<file path="src/rtl/gearbox_pkg.sv">
// ============================================================================
// Module      : gearbox_pkg
// Description : Shared types for the gearbox family (state encoding).
// Revision    : 1.0 - initial release
// ============================================================================
`default_nettype none

package gearbox_pkg;

  typedef enum logic [1:0] {
    GBX_EMPTY  = 2'd0,
    GBX_FIRST  = 2'd1,
    GBX_SECOND = 2'd2
  } gbx_state_t;

endpackage : gearbox_pkg

`default_nettype wire

</file>
<file path="src/rtl/gearbox_downsizing_2x.sv">
// ============================================================================
// Module      : gearbox_downsizing_2x
// Description : AXI-Stream 2:1 width halver; upper half is emitted first.
//               Optional macro GBX_DOWN_PARTIAL_EN adds in_tkeep_hi so a word
//               may carry only its lower half (single output beat).
// Revision    : 1.0 - initial release
// ============================================================================
`default_nettype none

module gearbox_downsizing_2x
  import gearbox_pkg::*;
#(
  parameter int N  = 5,
  parameter int NB = N * 8
) (
  input  logic            aclk,
  input  logic            areset,
  input  logic [2*NB-1:0] in_tdata,
  input  logic            in_tlast,
  input  logic            in_tvalid,
  output logic            in_tready,
`ifdef GBX_DOWN_PARTIAL_EN
  input  logic            in_tkeep_hi,
`endif
  output logic [NB-1:0]   out_tdata,
  output logic            out_tlast,
  output logic            out_tvalid,
  input  logic            out_tready
);

  gbx_state_t      state_q, state_d;
  logic [NB-1:0]   hold_q, hold_d;
  logic            hold_last_q, hold_last_d;
  logic [NB-1:0]   odata_q, odata_d;
  logic            olast_q, olast_d;
  logic            ovalid_q, ovalid_d;
  logic            w_accept;

  // Ready only depends on state and downstream ready, never on in_tvalid.
  assign in_tready = (state_q == GBX_EMPTY) || ((state_q == GBX_SECOND) && out_tready);
  assign w_accept  = in_tvalid && in_tready;

  always_ff @(posedge aclk or posedge areset) begin
    if (areset) begin
      state_q     <= GBX_EMPTY;
      hold_q      <= '0;
      hold_last_q <= 1'b0;
      odata_q     <= '0;
      olast_q     <= 1'b0;
      ovalid_q    <= 1'b0;
    end else begin
      state_q     <= state_d;
      hold_q      <= hold_d;
      hold_last_q <= hold_last_d;
      odata_q     <= odata_d;
      olast_q     <= olast_d;
      ovalid_q    <= ovalid_d;
    end
  end

  always_comb begin
    state_d     = state_q;
    hold_d      = hold_q;
    hold_last_d = hold_last_q;
    odata_d     = odata_q;
    olast_d     = olast_q;
    ovalid_d    = ovalid_q;

    case (state_q)
      GBX_EMPTY: ;
      GBX_FIRST: begin
        if (out_tready) begin
          odata_d = hold_q;
          olast_d = hold_last_q;
          state_d = GBX_SECOND;
        end
      end
      GBX_SECOND: begin
        if (out_tready && !w_accept) begin
          ovalid_d = 1'b0;
          state_d  = GBX_EMPTY;
        end
      end
      default: state_d = GBX_EMPTY;
    endcase

    // A new word can only arrive in EMPTY or in a completing SECOND, so it
    // overrides whatever the case above decided.
    if (w_accept) begin
      hold_d      = in_tdata[NB-1:0];
      hold_last_d = in_tlast;
      odata_d     = in_tdata[2*NB-1:NB];
      olast_d     = 1'b0;
      ovalid_d    = 1'b1;
      state_d     = GBX_FIRST;
`ifdef GBX_DOWN_PARTIAL_EN
      if (!in_tkeep_hi) begin
        odata_d = in_tdata[NB-1:0];
        olast_d = in_tlast;
        state_d = GBX_SECOND;
      end
`endif
    end
  end

  assign out_tdata  = odata_q;
  assign out_tlast  = olast_q;
  assign out_tvalid = ovalid_q;

endmodule : gearbox_downsizing_2x

`default_nettype wire

</file>
<file path="config.mk">
export PLATFORM = sky130hd
export DESIGN_NAME = gearbox_downsizing_2x
export DESIGN_NICKNAME = d
export VERILOG_FILES = /design/src/rtl/gearbox_pkg.sv /design/src/rtl/gearbox_downsizing_2x.sv
export SDC_FILE = /design/constraint.sdc
export NUM_CORES = 1
export LEC_CHECK = 0
export CORE_MARGIN = 4
export CORE_UTILIZATION = 44
export CTS_CLUSTER_DIAMETER = 120
export CTS_CLUSTER_SIZE = 14
export DETAILED_ROUTE_END_ITERATION = 7
export MAX_ROUTING_LAYER = met4
export PLACE_DENSITY = 0.86
export SETUP_SLACK_MARGIN = 0.05
export SLEW_MARGIN = 40
export SYNTH_ARGS = -nofsm -noshare
export SYNTH_HDL_FRONTEND = slang
export SYNTH_SLANG_ARGS = --single-unit
</file>
<file path="constraint.sdc">
create_clock -name aclk -period 3.6 [get_ports aclk]
set_clock_uncertainty 0.15 [all_clocks]
set_input_delay 0.36 -clock aclk [delete_from_list [all_inputs] [get_ports aclk]]
set_output_delay 0.36 -clock aclk [all_outputs]
set_load 0.1 [all_outputs]
</file>
==> results of run 1 <==
## registers in the layout, summed over array words and instances, names as in the netlist
name / flops
hold_last_q: 1
hold_q: 40
out_tdata: 40
out_tlast: 1
out_tvalid: 1
state_q: 2
## layer usage
metal  part of all wire  vias up
li1                   -     1113
met1               0.42     1175
met2               0.51       70
met3              0.060        8
met4              0.011        0
met5                  0        -
## critical path: cells and delay by family
family	cells	cell delay [ns]
buf+inv	2	1.03
mux	2	0.64
simple gates	2	0.41
## placed cells by master, fill, tap and decap left out, types with 3 or more instances in the layout
cell type	netlist	routed
clkdlybuf4s50_1	0	84
buf_2	3	42
nor2_1	5	4
clkbuf_8	0	11
buf_4	2	5
mux2_2	97	97
o21ai_0	3	3
mux2_4	22	22
dfrtp_1	85	85
## layout make-up
cell class	count	area, sq um	area share
Clock buffer	12	155	0.0301
Timing Repair Buffer	133	1120	0.218
Clock inverter	4	55.1	0.0107
Sequential cell	85	2130	0.412
Tap cell	105	131	0.0254
Multi-Input combinational cell	139	1560	0.302
Inverter	2	8.76	0.00170
## cells by family (layout without fill, tap and decap cells)
family,count (synthesis),count (layout),share of synthesized area
compound gates,6,6,0.00891
buf+inv,15,151,0.0337
flops,85,85,0.561
mux,121,121,0.381
simple gates,12,12,0.0155
## final timing paths
kind / endpoint
setup / recovery: out_tdata[39]
hold / removal: out_tdata[11]
setup reg to reg: out_tdata[39]
hold reg to reg: out_tdata[30]
max in group asynchronous: hold_q[0]
min in group aclk: out_tdata[30]
## stage by stage
| step | instances | cell area [sq um] | utilization | hold WS, ns | setup WS (ns) |
|---|---|---|---|---|---|
| after detailed placement | 463 | 4940 | 0.595 | 0.340 | 0.749 |
| after CTS | 479 | 5150 | 0.620 | 0.139 | 1.11 |
| after global routing | 480 | 5160 | 0.622 | 0.166 | 1.11 |
| after floorplan | 239 | 3790 | - | 0.317 | 0.897 |
| final | 480 | 5160 | 0.622 | 0.142 | 1.18 |
| after global placement | 463 | 5150 | 0.620 | 0.335 | 0.875 |
==> results by group, run 1 <==
Status
  – Status: finished clean

Global route
  – Total track usage: 0.159
  – GR peak layer: met2
  – Met3 Usage GRT: 0.0353
  – Vias in the first global route: 2523
  – Largest net degree at the start of global routing: 48
  – Grt ovf: 0
  – GR Util met2: 0.266
  – First-pass GRT wire length: 12.2 mm
  – Met1 Use GR: 0.190
  – Initial antenna violation count: 0

Timing
  – Period utilization: 0.671
  – Max-slew violations: 0
  – Max-slew headroom: 0.661
  – Max Clk Rate: between 400 and 500 MHz
  – Hold Vio Cnt, Final: 0
  – Aggregate negative setup slack: 0 ns
  – Final min period: 2.42 ns
  – Worst-margin pin slew: 0.509 ns
  – Final setup fails: 0
  – RSZ-0062 raised after global routing: false

Layout
  – Area Overhead vs Synth: 36.2%
  – Net count reported at finish: between 400 and 500
  – Fill count: between 600 and 700
  – Fraction of layout cells with a size suffix above 1: 0.496
  – Diode count: 0

Critical path
  – Top cell by count, worst path: mux2_2
  – Reg2Reg Depth: 5
  – Crit path largest cell delay: 0.59 ns
  – R2R setup slack: 1.34 ns
  – Cell at the slowest stage of the critical path: clkdlybuf4s50_1
  – Critical path class: input pin to register
  – Critical R2R Launch: state_q[0]
  – CP required: ~3.7 ns
  – Cell breakdown of the critical path: clkdlybuf4s50_1 > and2b_1 > nor2_4 > buf_4 > mux2_2 > mux2_2
  – Critical Path AT: 2.49 ns
  – Worst Path Max Fanout: 36
  – Critical path endpoint category: register
  – Startpoint Class: input pin
  – Critical Path Start: out_tready

CTS
  – Post-CTS setup buffer count: 0
  – CTS max path bufs: 2
  – CTS tree: done
  – Hold_buf cts: 0
  – Num Clock Sinks: 85
  – Num CTS Buffers: 9
  – CTS H-tree lvls: 3
  – Post-CTS Resized: 0
  – Clock latency on the worst-skew pair: 0.34 ns
  – Root Buffer: clkbuf_8
  – Worst-path clk slew: 0.09 ns

Yosys
  – Synthesized area: 3790 sq um
  – Ys async rst share: 1.00
  – Post-synth top cells: mux2_2, dfrtp_1, mux2_4
  – Number of synthesized flops with an enable pin: 0
  – Top FF cell, synth: dfrtp_1
  – Synth Instances: 239
  – Synth unique cells: 17
  – Post-Syn Nets: around 320
  – Ranking of synthesized cells by area: dfrtp_1, mux2_2, mux2_4
  – Seq/Total Area, Yosys: 0.561
  – Post-synth top area share: 0.561
  – FF+latch count, synth: 85
  – Yosys top cell by area: dfrtp_1
  – Most common cell in the netlist: mux2_2
  – Avg Inst Size Synth: 15.9 sq um
  – Synth Warn #: 0

Run
  – Number of max-cap violations: 0

Route
  – DR vias/cell: 4.93
  – Drt initial violations: 14
  – DRC viols: 0
  – ANT nets after route: 0
  – DRT Pass-1 Iters: 4
  – Wire per inst: 16.1 microns
  – Via count: 2366
  – Post-Route WL: 7.72 mm

Placement
  – IO Port Bufs: 127
  – DP HPWL: 5.69 mm
  – Gp weighted congestion: 0.758

Min path
  – Hold Path Class: input pin to asynchronous set/reset pin

Floorplanning
  – Row cnt: 33
  – Full die area: 10200 sq um
  – Initial Utilization: 0.457
  – Die height: 101 microns
  – Core ar.: 8300 sq um
  – Ports: 128
  – Die width: a little over 100 microns
Power of run 1 is not shown: default switching activity piles up to over one toggle a cycle in this logic, so the estimate is an artifact.
==> inputs of run 2 (changes only) <==
==> constraint.sdc (replaced) <==
create_clock -name aclk -period 2.3 [get_ports aclk]
set_clock_uncertainty 0.15 [all_clocks]
set_input_delay 0.23 -clock aclk [delete_from_list [all_inputs] [get_ports aclk]]
set_output_delay 0.23 -clock aclk [all_outputs]
set_load 0.1 [all_outputs]
==> run 2 against run 1 <==
Against the previous run: worst hold slack better by 0.069 ns; first-iteration DRC count grew to 2.9 times the previous value; sequential share of layout area is 1.3 points lower; via count is 0.93% higher; worst setup slack worse by 0.90 ns; non-clock buffer count is 3 higher; clock-buffer cell count is 2 lower; critical endpoint unchanged.
==> results by group, run 2 (synthesis results as in run 1) <==
CTS
  – CTS max path bufs: 2 (unchanged)
  – CTS H-tree lvls: 3 (unchanged)
  – Post-CTS Resized: 0 (unchanged)
  – CTS tree: done (unchanged)
  – Root Buffer: clkbuf_8 (unchanged)
  – Num Clock Sinks: 85 (unchanged)
  – Num CTS Buffers: 9 (unchanged)
  – Clock latency on the worst-skew pair: 0.35 ns (was 0.34 ns)
  – Worst-path clk slew: 0.08 ns (was 0.09 ns)
  – Hold_buf cts: 0 (unchanged)
  – Post-CTS setup buffer count: 0 (unchanged)

Route
  – DRT Pass-1 Iters: 4 (unchanged)
  – Post-Route WL: 7.61 mm (was 7.72 mm)
  – ANT nets after route: 0 (unchanged)
  – DR WL met2: 3.90 mm (was 3.91 mm)
  – WL met3: 506 microns (was 461 microns)
  – DR vias/cell: 4.94 (was 4.93)
  – Via count: 2388 (was 2366)
  – Wl on met1: 3.14 mm (was 3.26 mm)
  – Drt initial violations: 41 (was 14)
  – Uppermost layer routed: met4 (unchanged)
  – DRC viols: 0 (unchanged)
  – Wire per inst: 15.8 microns (was 16.1 microns)

Global route
  – First-pass GRT wire length: 12.4 mm (was 12.2 mm)
  – Largest net degree at the start of global routing: 86 (was 48)
  – Grt ovf: 0 (unchanged)
  – Vias in the first global route: 2587 (was 2523)
  – Total track usage: 0.162 (was 0.159)
  – Initial antenna violation count: 0 (unchanged)

Layout
  – Most frequent cells in the layout: mux2_2, dfrtp_1, clkdlybuf4s50_1 (unchanged)
  – Fill count: 634 (was 652)
  – Final Core Density: 0.643 (was 0.622)
  – Net count reported at finish: 458 (was 455)
  – Diode count: 0 (unchanged)
  – Finished Layout Cells: 483 (was 480)
  – Multi-input logic area: 1560 sq um (about the same)
  – Sequential cell area: 2130 sq um (unchanged)
  – Commonest non-fill, non-tap cell in the layout: mux2_2 (unchanged)
  – Area Overhead vs Synth: 40.8% (was 36.2%)
  – Fraction of layout cells with a size suffix above 1: 0.505 (was 0.496)

Min path
  – Hold Path Class: input pin to asynchronous set/reset pin (unchanged)

Floorplanning
  – Die height: 101 microns (unchanged)
  – Full die area: 10200 sq um (unchanged)
  – Row cnt: 33 (unchanged)
  – Initial Utilization: 0.457 (unchanged)
  – Die width: 101 microns (unchanged)
  – Core ar.: 8300 sq um (unchanged)
  – Ports: 128 (unchanged)

Timing
  – Worst-margin pin slew: 0.453 ns (was 0.509 ns)
  – Aggregate negative setup slack: 0 ns (unchanged)
  – Hold Vio Cnt, Final: 0 (unchanged)
  – Period utilization: 0.876
  – Final setup fails: 0 (unchanged)
  – RSZ-0062 raised after global routing: false (unchanged)
  – Max-slew headroom: 0.698 (was 0.661)
  – Final min period: 2.01 ns
  – Max-slew violations: 0 (unchanged)
  – Max Clk Rate: 497 MHz

Run
  – Number of max-cap violations: 0 (unchanged)

Critical path
  – Critical path endpoint category: register (unchanged)
  – Worst Path Max Fanout: 36 (unchanged)
  – Startpoint Class: register (was input pin)
  – CP required: 2.38 ns (was 3.67 ns)
  – Critical Path AT: 2.09 ns (was 2.49 ns)
  – Critical path class: register to register (was input pin to register)

Status
  – Status: finished clean (unchanged)

Placement
  – DP HPWL: 5.65 mm (was 5.69 mm)
  – Placed cell count: 467 (was 463)
  – Gp weighted congestion: 0.728 (was 0.758)
  – IO Port Bufs: 127 (unchanged)
==> run 2: changes by cell type in the layout (fill, tap and decap cells not counted), sizes merged <==
cell	before	now
buf	49	52
clkinvlp	1	3
clkbuf	12	10
==> run 2: metal layers <==
metal | up-vias | global-route usage
met1 | 1187 | 0.194
met3 | 5 | 0.0512
met2 | 76 | 0.269
met4 | 0 | 0.0373
li1 | 1120 | -
met5 | - | -
==> run 2: worst paths after layout <==
check                           slack (ns)          from  cells past startpoint       endpoint
worst max-delay path                  0.29    state_q[1]                      5  out_tdata[39]
worst min-delay path                  0.21        areset                      3     hold_q[37]
worst max register to register        0.29    state_q[1]                      5  out_tdata[39]
worst min register to register        0.36    hold_q[38]                      1     hold_q[38]
max in group asynchronous             1.43        areset                      3   out_tdata[0]
min in group aclk                     0.31  in_tdata[55]                      3  out_tdata[15]
==> run 2: critical path, cell delays in order, from the launching register on <==
cell and delay, ns:
dfrtp_1 0.46, and2b_1 0.23, nor2_4 0.18, buf_12 0.24, mux2_2 0.35, mux2_2 0.25
==> run 2: final cells by class <==
cell class,instances,area share
clock buffer,10,0.0258
tap,105,0.0246
timing repair buffer,136,0.242
multi-input combinational,139,0.293
clock inverter,6,0.0134
inverter,2,0.00211
sequential,85,0.399
==> run 2: per-stage QoR <==
step / hold slack [ns] / area, sq um / worst slack [ns]
4_1_cts: 0.227 / 5340 / 0.278
6_report: 0.211 / 5340 / 0.286
5_1_grt: 0.233 / 5340 / 0.202
3_5_place_dp: 0.345 / 5130 / 0.0242
2_1_floorplan: 0.187 / 3800 / 0.423
3_3_place_gp: 0.336 / 5130 / 0.0434
Power of run 2 is left out for the same reason.
==> inputs of run 3 (changes only) <==
--- a/config.mk
+++ b/config.mk
@@ -10,6 +10,7 @@
 export CTS_CLUSTER_DIAMETER = 120
 export CTS_CLUSTER_SIZE = 14
 export DETAILED_ROUTE_END_ITERATION = 7
+export GPL_TIMING_DRIVEN = 1
 export MAX_ROUTING_LAYER = met4
 export PLACE_DENSITY = 0.86
 export SETUP_SLACK_MARGIN = 0.05
==> results of run 3 <==
No change in the layout: final DEF, timing and power equal those of run 2.
Power of run 3 is left out for the same reason.
